==> src/rtl/io_input_port.sv <==
// io_input_port: memory-mapped input port for the single-cycle computer.
// Synchronizes and debounces 10 slide switches and 4 active-low keys, latches
// key presses in a write-one-to-clear event register, and presents all three
// as read-only words on the data-memory bus.
module io_input_port #(
  parameter int unsigned DEBOUNCE_CYCLES = 250000,
  parameter logic [31:0] SW_ADDR         = 32'h0000_0080,
  parameter logic [31:0] KEY_ADDR        = 32'h0000_0084,
  parameter logic [31:0] EDGE_ADDR       = 32'h0000_0088
) (
  input  logic        clock,
  input  logic        resetn,
  input  logic [9:0]  sw,
  input  logic [3:0]  key,
  input  logic [31:0] addr,
  input  logic        we,
  input  logic [31:0] datain,
  output logic [31:0] dataout,
  output logic        sel,
  output logic        key_event
);

  localparam int unsigned NB = 14;
  localparam int unsigned CW = $clog2(DEBOUNCE_CYCLES);
  localparam logic [CW-1:0] CNT_LAST = CW'(DEBOUNCE_CYCLES - 1);
  localparam logic [CW-1:0] CNT_ZERO = {CW{1'b0}};
  localparam logic [CW-1:0] CNT_ONE  = CW'(1);
  // Bits [9:0] are switches (idle 0), bits [13:10] are keys (idle 1 = released).
  localparam logic [NB-1:0] IN_RST = {4'hF, 10'h000};

  logic [NB-1:0] meta_q;
  logic [NB-1:0] sync_q;
  logic [NB-1:0] stable_q;
  logic [NB-1:0] stable_d;
  logic [CW-1:0] cnt_q [NB];
  logic [CW-1:0] cnt_d [NB];
  logic [3:0]    event_q;
  logic [3:0]    event_d;
  logic [3:0]    press_s;
  logic [3:0]    clr_s;
  logic          hit_sw;
  logic          hit_key;
  logic          hit_edge;
  logic          unused_bits;

  // Word-address decode; the byte offset addr[1:0] is ignored.
  assign hit_sw   = (addr[31:2] == SW_ADDR[31:2]);
  assign hit_key  = (addr[31:2] == KEY_ADDR[31:2]);
  assign hit_edge = (addr[31:2] == EDGE_ADDR[31:2]);
  assign sel      = hit_sw | hit_key | hit_edge;

  // Only the low four store-data bits are meaningful (event clear mask).
  assign unused_bits = ^{addr[1:0], datain[31:4]};

  // Two-flop synchronizer for every raw input bit.
  always_ff @(posedge clock or negedge resetn) begin
    if (!resetn) begin
      meta_q <= IN_RST;
      sync_q <= IN_RST;
    end else begin
      meta_q <= {key, sw};
      sync_q <= meta_q;
    end
  end

  // Debounce next state: a bit must disagree with its stable value for
  // DEBOUNCE_CYCLES consecutive cycles; any agreement restarts the count.
  always_comb begin
    stable_d = stable_q;
    for (int i = 0; i < NB; i++) begin
      cnt_d[i] = CNT_ZERO;
      if (sync_q[i] == stable_q[i]) begin
        cnt_d[i] = CNT_ZERO;
      end else if (cnt_q[i] == CNT_LAST) begin
        stable_d[i] = sync_q[i];
        cnt_d[i]    = CNT_ZERO;
      end else begin
        cnt_d[i] = cnt_q[i] + CNT_ONE;
      end
    end
  end

  // Debounce state registers.
  always_ff @(posedge clock or negedge resetn) begin
    if (!resetn) begin
      stable_q <= IN_RST;
      for (int i = 0; i < NB; i++) begin
        cnt_q[i] <= CNT_ZERO;
      end
    end else begin
      stable_q <= stable_d;
      for (int i = 0; i < NB; i++) begin
        cnt_q[i] <= cnt_d[i];
      end
    end
  end

  // Event next state: a stable 1->0 key transition sets the bit in the same
  // edge the stable value flips; a W1C store clears, but a set wins.
  always_comb begin
    press_s = stable_q[13:10] & ~stable_d[13:10];
    if (we && hit_edge) begin
      clr_s = datain[3:0];
    end else begin
      clr_s = 4'h0;
    end
    event_d = (event_q & ~clr_s) | press_s;
  end

  // Key-event register.
  always_ff @(posedge clock or negedge resetn) begin
    if (!resetn) begin
      event_q <= 4'h0;
    end else begin
      event_q <= event_d;
    end
  end

  assign key_event = |event_q;

  // Read mux, combinational on addr so a single-cycle lw sees it directly.
  always_comb begin
    if (hit_sw) begin
      dataout = {22'd0, stable_q[9:0]};
    end else if (hit_key) begin
      dataout = {28'd0, ~stable_q[13:10]};
    end else if (hit_edge) begin
      dataout = {28'd0, event_q};
    end else begin
      dataout = 32'd0;
    end
  end

endmodule
==> config.mk <==
export PLATFORM = sky130hd
export DESIGN_NAME = io_input_port
export DESIGN_NICKNAME = d
export VERILOG_FILES = /design/src/rtl/io_input_port.sv
export SDC_FILE = /design/constraint.sdc
export NUM_CORES = 1
export LEC_CHECK = 0
export BUFFER_PORTS_ARGS = -buffer_cell sky130_fd_sc_hd__buf_2
export CAP_MARGIN = 25
export CORE_MARGIN = 2
export CORE_UTILIZATION = 55
export DETAILED_ROUTE_END_ITERATION = 8
export MAX_ROUTING_LAYER = met4
export PLACE_DENSITY = 0.77
export SLEW_MARGIN = 30
export SYNTH_ARGS = -nofsm -noshare
export SYNTH_HDL_FRONTEND = slang
export SYNTH_SLANG_ARGS = --single-unit
==> constraint.sdc <==
create_clock -name clock -period 2 [get_ports clock]
set_input_delay 0.1 -clock clock [delete_from_list [all_inputs] [get_ports clock]]
set_output_delay 0.1 -clock clock [all_outputs]
set_load 0.02 [all_outputs]
# Word level (Yosys, flattened, before mapping)
# Cells that the tools add are included.
# Widths: inputs -> output; s select.
# word_totals
reg_bits,298
inputBits,81
out_inout_bits,34
elab_cells,143
# classes
add_sub_neg,14
eq_ne,31
n_mux,40
bitwise,18
n_reduce_logical,12
# ops
cell,count
$mux 18,28
$add 18x1->18 const B,14
$eq 18x18->1 const B,14
$eq 30x6->1 const B,3
$reduce_and 2->1,10
$eq 1x1->1,14
$mux 4,3
$not 4->4,3
$mux 10,1
$not 1->1,10
$and 4x4->4,2
$mux 1,8
$or 4x4->4,1
$reduce_or 4->1,1
$or 1x1->1,2
$logic_and 1x1->1,1

# Depth between registers and ports, before layout
# Gate-level depths: netlist of run 1.
# depth
depth_word,6
depth_mapped,6
depth_no_buf,5

# Least setup slack after synthesis of run 1
# No wires, ideal clock.
# synth_timing
path_type,flip-flop to flip-flop
from,reg cnt_q[18] (netlist name)
to,reg cnt_q[26] (netlist name)
setup_ns,0.121
t_arrival_ns,1.795
required_ns,1.879
path_slack_ns,0.084
path_stages_with_launch,7
path_buffers,1
synth_period_minus_slack_ns,1.916
path_cell_list,dfrtp_1 -> ha_1 -> nand3_1 -> or4_1 -> o21ai_2 -> buf_2 -> nor2_1
# synth_lines
element,line_no,text
"start, declared",35,logic [CW-1:0] cnt_q [NB];
"start signal, assigned by index",93,cnt_q[i] <= cnt_d[i];

==> flow_summary_export.csv, run 1 <==
group,metric,value,unit
outcome,run_status,"completed",
clocking,h-tree-depth,1,
clocking,cts-root-buf,"clkbuf_16",
timing,fmax,0.522,GHz
synthesis,synth.distinct_cells,49,
route,drc,0,
worst_setup_path,cp-end-kind,"flop",
finish,areaGrowthSynthToFinish,15.5,%
timing,tightest_slew,0.556,ns
power,ir_drop,0.678,mV
worst_setup_path,setup.worst_path.start,"cnt_q[18]",
timing,finalCriticalPeriod,1.92,ns
job,maxCapViolCount,0,
clocking,cts_buffer_depth,3,
synthesis,syn_area_per_cell,10.0,µm²
grt,antenna_found_initial,0,
clocking,cts_sinks,298,
synthesis,synth_cells,1462,
min_path,min_path_type,"input pin to flop",
placement,place_congestion,0.897,
worst_setup_path,endpoint,"cnt_q[35]",
finish,diodes,0,
grt,grt_pass1_wl,50900,µm
power,power.leakage,6.90,nW
worst_setup_path,ff2ff_setup_slack,0.08,ns
worst_setup_path,crit_required,2.43,ns
finish,fin_nets,1697,
worst_setup_path,cp-start-kind,"flop",
synthesis,synthFlopType,"dfrtp_1",
placement,hpwl,19300,µm
placement,io_buffer_count,62,
worst_setup_path,r2r-end,"cnt_q[35]",
timing,skew,0.0100,ns
die,fp-row-count,59,
route,antenna_left,0,
die,start_util,56.1,%
route,first_iter_violations,658,
worst_setup_path,r2r_start,"cnt_q[18]",
synthesis,syn_area,14600,µm²
timing,max_slew_margin,62.6,%
synthesis,yosysSeqAreaShare,51.1,%
clocking,cts_tree,"built",
finish,final_core_util,64.8,%
synthesis,synth_seq_cells,298,
route,wl,28600,µm
die,ios,115,
grt,track_usage,21.8,%
die,die_area,27900,µm²
timing,period_share,95.8,%
route,first_pass_iters,5,
grt,grt-ovfl-total,0,
worst_setup_path,crit_type,"flop to flop",
grt,first_global_vias,11149,
worst_setup_path,critical_path.max_fanout,9,
die,die_w,167,µm
synthesis,async_flop_share,100,%
synthesis,yosysWarnings,0,
finish,final_layout_size_suffix_gt1_share,13.0,%
route,vias,11122,
timing,setup_tns,0,ns
timing,finalSetupViolCount,0,
synthesis,synth_edf_count,0,
worst_setup_path,crit_arrival,2.35,ns
die,die_height,167,µm
clocking,cts_buffers,31,
route,avgRoutedWirePerCell,14.6,µm
timing,finalHoldViolCount,0,
die,core-area,26100,µm²
clocking,clk-insertion-delay-late,0.56,ns
route,routed_via_density,5.67,
power,power_density,762,nW/µm²
clocking,clkTransAtPathRegs,0.06,ns
timing,rsz0062_at_grt,"no",
timing,final_max_slew_viol_count,0,
grt,grt_max_degree,70,
worst_setup_path,worst_r2r_path_depth,6,
## per-stage QoR
step / total power [mW] / hold WS, ns / setup WS, ns / cell area [µm²] / cells
floorplan: 6.61 / -0.196 / 0.0837 / 14700 / 1483
global placement: 6.85 / 0.0975 / 0.166 / 15600 / 1884
detailed placement: 6.87 / 0.0992 / 0.116 / 15600 / 1884
CTS: 13.0 / 0.0425 / 0.100 / 16900 / 1962
global route: 13.4 / 0.0691 / 0.00633 / 16900 / 1962
finish: 12.9 / 0.0567 / 0.0848 / 16900 / 1962
## state kept, by name, summed over array words and instances (netlist names)
name and cells:
cnt_q 252, event_q 4, meta_q 14, stable_q 14, sync_q 14
## final cells by class
class,instances,area [µm²]
clock buffers,44,915
well taps,335,419
repair buffers,128,916
inverters,36,135
fillers,1984,9170
flip-flops and latches,298,7470
multi-input cells,1107,6840
clock inverters,14,190
## per-layer routing
layer,track usage (%),wire length (µm),share of wire (%)
met3,2.88,1260,4.4
met4,5.73,468,1.6
met2,36.0,13900,48
met5,-,0,0
met1,28.7,13000,45
## cells by family (layout without fill, tap and decap cells)
family          count (synthesis)  count (layout)  share of synthesized area, %
xor+xnor                      206             206                          12.3
fa+ha+maj                      14              14                          1.20
mux                            16              16                          1.22
simple gates                  756             756                          26.8
other cells                     1              22                        0.0256
flops                         298             298                          51.1
buf+inv                        78             222                          2.68
compound gates                 93              93                          4.68
## cells in the final DEF (no fill, tap or decap), types with 16 or more instances in the layout
| master | synthesis | final |
|---|---|---|
| buf_4 | 22 | 42 |
| o21ai_0 | 23 | 23 |
| dlygate4sd3_1 | 0 | 20 |
| xor2_1 | 75 | 75 |
| clkbuf_16 | 0 | 31 |
| inv_1 | 36 | 36 |
| a21oi_1 | 36 | 36 |
| nor3_1 | 39 | 39 |
| nand4_1 | 78 | 78 |
| nor2_1 | 263 | 263 |
| or3_1 | 16 | 16 |
| and4_1 | 22 | 22 |
| buf_2 | 13 | 61 |
| nor4_1 | 84 | 83 |
| nand2_1 | 83 | 83 |
| conb_1 | 1 | 22 |
| dfrtp_1 | 286 | 286 |
| xnor2_1 | 131 | 131 |
| nand3_1 | 86 | 86 |
## cells in the mapped netlist (9+ instances only)
cell | instances | share of area (%)
xor2_1 | 75 | 4.5
nand4_1 | 78 | 3.3
a21oi_1 | 36 | 1.2
or4_1 | 9 | 0.46
nor3_1 | 39 | 1.3
dfrtp_1 | 286 | 49
or3_1 | 16 | 0.68
nand2_1 | 83 | 2.1
ha_1 | 14 | 1.2
nand2b_1 | 12 | 0.51
buf_4 | 22 | 1.1
dfstp_2 | 12 | 2.2
nor4_1 | 84 | 3.6
o21ai_0 | 23 | 0.79
nor2_1 | 263 | 6.8
xnor2_1 | 131 | 7.8
buf_2 | 13 | 0.44
and4_1 | 22 | 1.3
inv_1 | 36 | 0.92
and3_1 | 9 | 0.39
mux2_2 | 14 | 1.1
nand3_1 | 86 | 2.9
## worst min path at each step
stage	startpoint	to	slack (ns)	depth (start not counted)
after floorplan	resetn	cnt_q[0]	-0.20	0
after global placement	resetn	cnt_q[46]	0.1	1
after detailed placement	resetn	cnt_q[47]	0.1	1
after CTS	addr[19]	event_q[3]	0.04	5
after global routing	addr[31]	event_q[2]	0.07	5
final	addr[31]	event_q[2]	0.06	5
## worst max-delay path, stage by stage (launching register included)
cell and delay, ns:
dfrtp_1 0.39, ha_1 0.23, nand3_1 0.13, or4_1 0.58, o21ai_2 0.20, buf_4 0.20
a21oi_1 0.06
## what timing repair did
item,4_1_cts,5_1_grt
resized for setup,0,0
setup buffers,0,0
hold buffers,20,0
endpoints found under the hold margin,316,0
## where the power goes
part	switching (mW)	internal [mW]
logic	0.351	0.206
registers	0.0967	6.13
clock network	2.38	3.70
total	2.82	10.0
Power figures use the tool's default switching activity.
==> run 2, diff against run 1 <==
- PLACE_DENSITY: 0.77 -> not set
- PLACE_DENSITY_LB_ADDON: not set -> 0.05
- clock period: 2 -> 2.5 ns (I/O delays scaled with it)
==> flow_summary_export.csv, run 2 (synthesized netlist as in run 1, its figures left out) <==
group,metric,value,unit
outcome,run_status,"completed",
clocking,cts_buffers,35,
route,drc,0,
worst_setup_path,ff2ff_setup_slack,0.54,ns
timing,tightest_slew,0.535,ns
worst_setup_path,critPathTopFamily,"simple AND/OR/NAND/NOR gates",
power,ir_drop,0.943,mV
placement,place_congestion,0.841,
grt,track_usage,21.5,%
finish,final_area,16800,µm²
route,antenna_left,0,
placement,place_area,15400,µm²
worst_setup_path,max_stage_delay,0.50,ns
finish,final_cell_mix,"286 x dfrtp_1, 263 x nor2_1, 131 x xnor2_1, 86 x nand3_1",
clocking,h-tree-depth,2,
worst_setup_path,worst_r2r_path_depth,4,
grt,antenna_found_initial,1,
placement,io_buffer_count,62,
finish,final_layout_size_suffix_gt1_share,12.3,%
grt,grt_max_degree,67,
placement,dp_slack,0.563,ns
clocking,cts_sinks,298,
die,die_area,27900,µm²
die,core-area,26100,µm²
worst_setup_path,cp-end-kind,"flop",
worst_setup_path,crit_required,2.93,ns
finish,final_core_util,64.6,%
worst_setup_path,critical_path.max_fanout,7,
clocking,clk-insertion-delay-late,0.50,ns
finish,fillers,2154,
finish,fin_cells,1948,
clocking,cts_tree,"built",
finish,areaGrowthSynthToFinish,15.2,%
min_path,holdPathEnd,"event_q[0]",
die,die_w,167,µm
min_path,whs_path_depth,4,
worst_setup_path,r2r-end,"cnt_q[141]",
route,first_pass_iters,5,
worst_setup_path,crit_arrival,2.39,ns
timing,rsz0062_at_grt,"no",
timing,finalCriticalPeriod,1.96,ns
worst_setup_path,path_cells,"nand4_1 > or3_1 > or4b_1 > a21oi_1",
min_path,min_from,"we",
die,start_util,56.1,%
clocking,cts_hold_buf,19,
route,vias,10802,
placement,dp.cells,1868,
job,maxCapViolCount,0,
timing,max_slew_margin,64.0,%
timing,setup_tns,0,ns
route,wl,28100,µm
die,die_height,167,µm
worst_setup_path,cp_slowest_cell,"or3_1",
route,routed_via_density,5.55,
clocking,clkTransAtPathRegs,0.06,ns
power,total_power,10.7,mW
grt,first_global_vias,10527,
finish,layout_commonest_cell,"dfrtp_1",
die,ios,115,
finish,fin_nets,1684,
worst_setup_path,critPathBufInv,0,
die,fp-row-count,59,
clocking,postCtsSetupBuffers,0,
min_path,min_path_type,"input pin to flop",
clocking,cts_buffer_depth,3,
timing,finalHoldViolCount,0,
timing,finalSetupViolCount,0,
placement,hpwl,19100,µm
clocking,cts-root-buf,"clkbuf_16",
grt,grt_pass1_wl,49800,µm
grt,grt-ovfl-total,0,
route,first_iter_violations,637,
worst_setup_path,crit_type,"flop to flop",
timing,holdWs,0.120,ns
route,avgRoutedWirePerCell,14.4,µm
timing,skew,0.0127,ns
worst_setup_path,r2r_start,"cnt_q[131]",
timing,period_share,78.6,%
timing,worst_slack,0.535,ns
power,power_density,634,nW/µm²
finish,diodes,0,
clocking,cts_repair_resize_count,0,
worst_setup_path,cp-start-kind,"flop",
timing,final_max_slew_viol_count,0,
power,power.leakage,6.89,nW
finish,largest_reg_flops,252,
finish,regMostFlops,"cnt_q",
timing,fmax,0.509,GHz
[run 2: cell count changes in the layout (fill, tap and decap cells not counted), sizes merged]
cell / previous run / this run
clkbuf: 44 / 47
inv: 38 / 36
bufinv: 4 / 5
clkinvlp: 5 / 1
clkinv: 3 / 8
dlygate4sd3: 20 / 19
buf: 108 / 92
[run 2: worst max path at each step]
| stage | from | endpoint | cells after the start |
|---|---|---|---|
| after floorplan | cnt_q[18] | cnt_q[26] | 6 |
| after global placement | addr[13] | dataout[4] | 7 |
| after detailed placement | addr[13] | dataout[7] | 7 |
| after CTS | cnt_q[131] | cnt_q[141] | 4 |
| after global routing | addr[9] | dataout[8] | 7 |
| final | cnt_q[131] | cnt_q[141] | 4 |
[run 2: report_power, final]
group          internal, mW  switching (mW)  total (mW)
clock network          3.35            1.90        5.25
logic                 0.158           0.278       0.437
registers              4.91          0.0751        4.98
total                  8.42            2.25        10.7
[run 2: cell type report]
type / instances / area, µm² / share of cell area, %
clock inverters: 14 / 198 / 1.17
multi-input cells: 1107 / 6840 / 40.6
inverters: 36 / 135 / 0.802
repair buffers: 111 / 761 / 4.52
well taps: 335 / 419 / 2.49
flip-flops and latches: 298 / 7470 / 44.4
clock buffers: 47 / 1010 / 6.02
[run 2: layer usage]
metal	vias up	routed length, µm	track usage [%]
met5	-	0	-
met4	0	567	5.55
met3	43	936	2.88
met2	170	12900	33.6
met1	5170	13700	30.0
li1	5419	-	-
[run 2: worst min-delay path, stage by stage]
cell	delay, ns
buf_2	0.10
nand3_1	0.05
or3_1	0.18
a21o_1	0.13
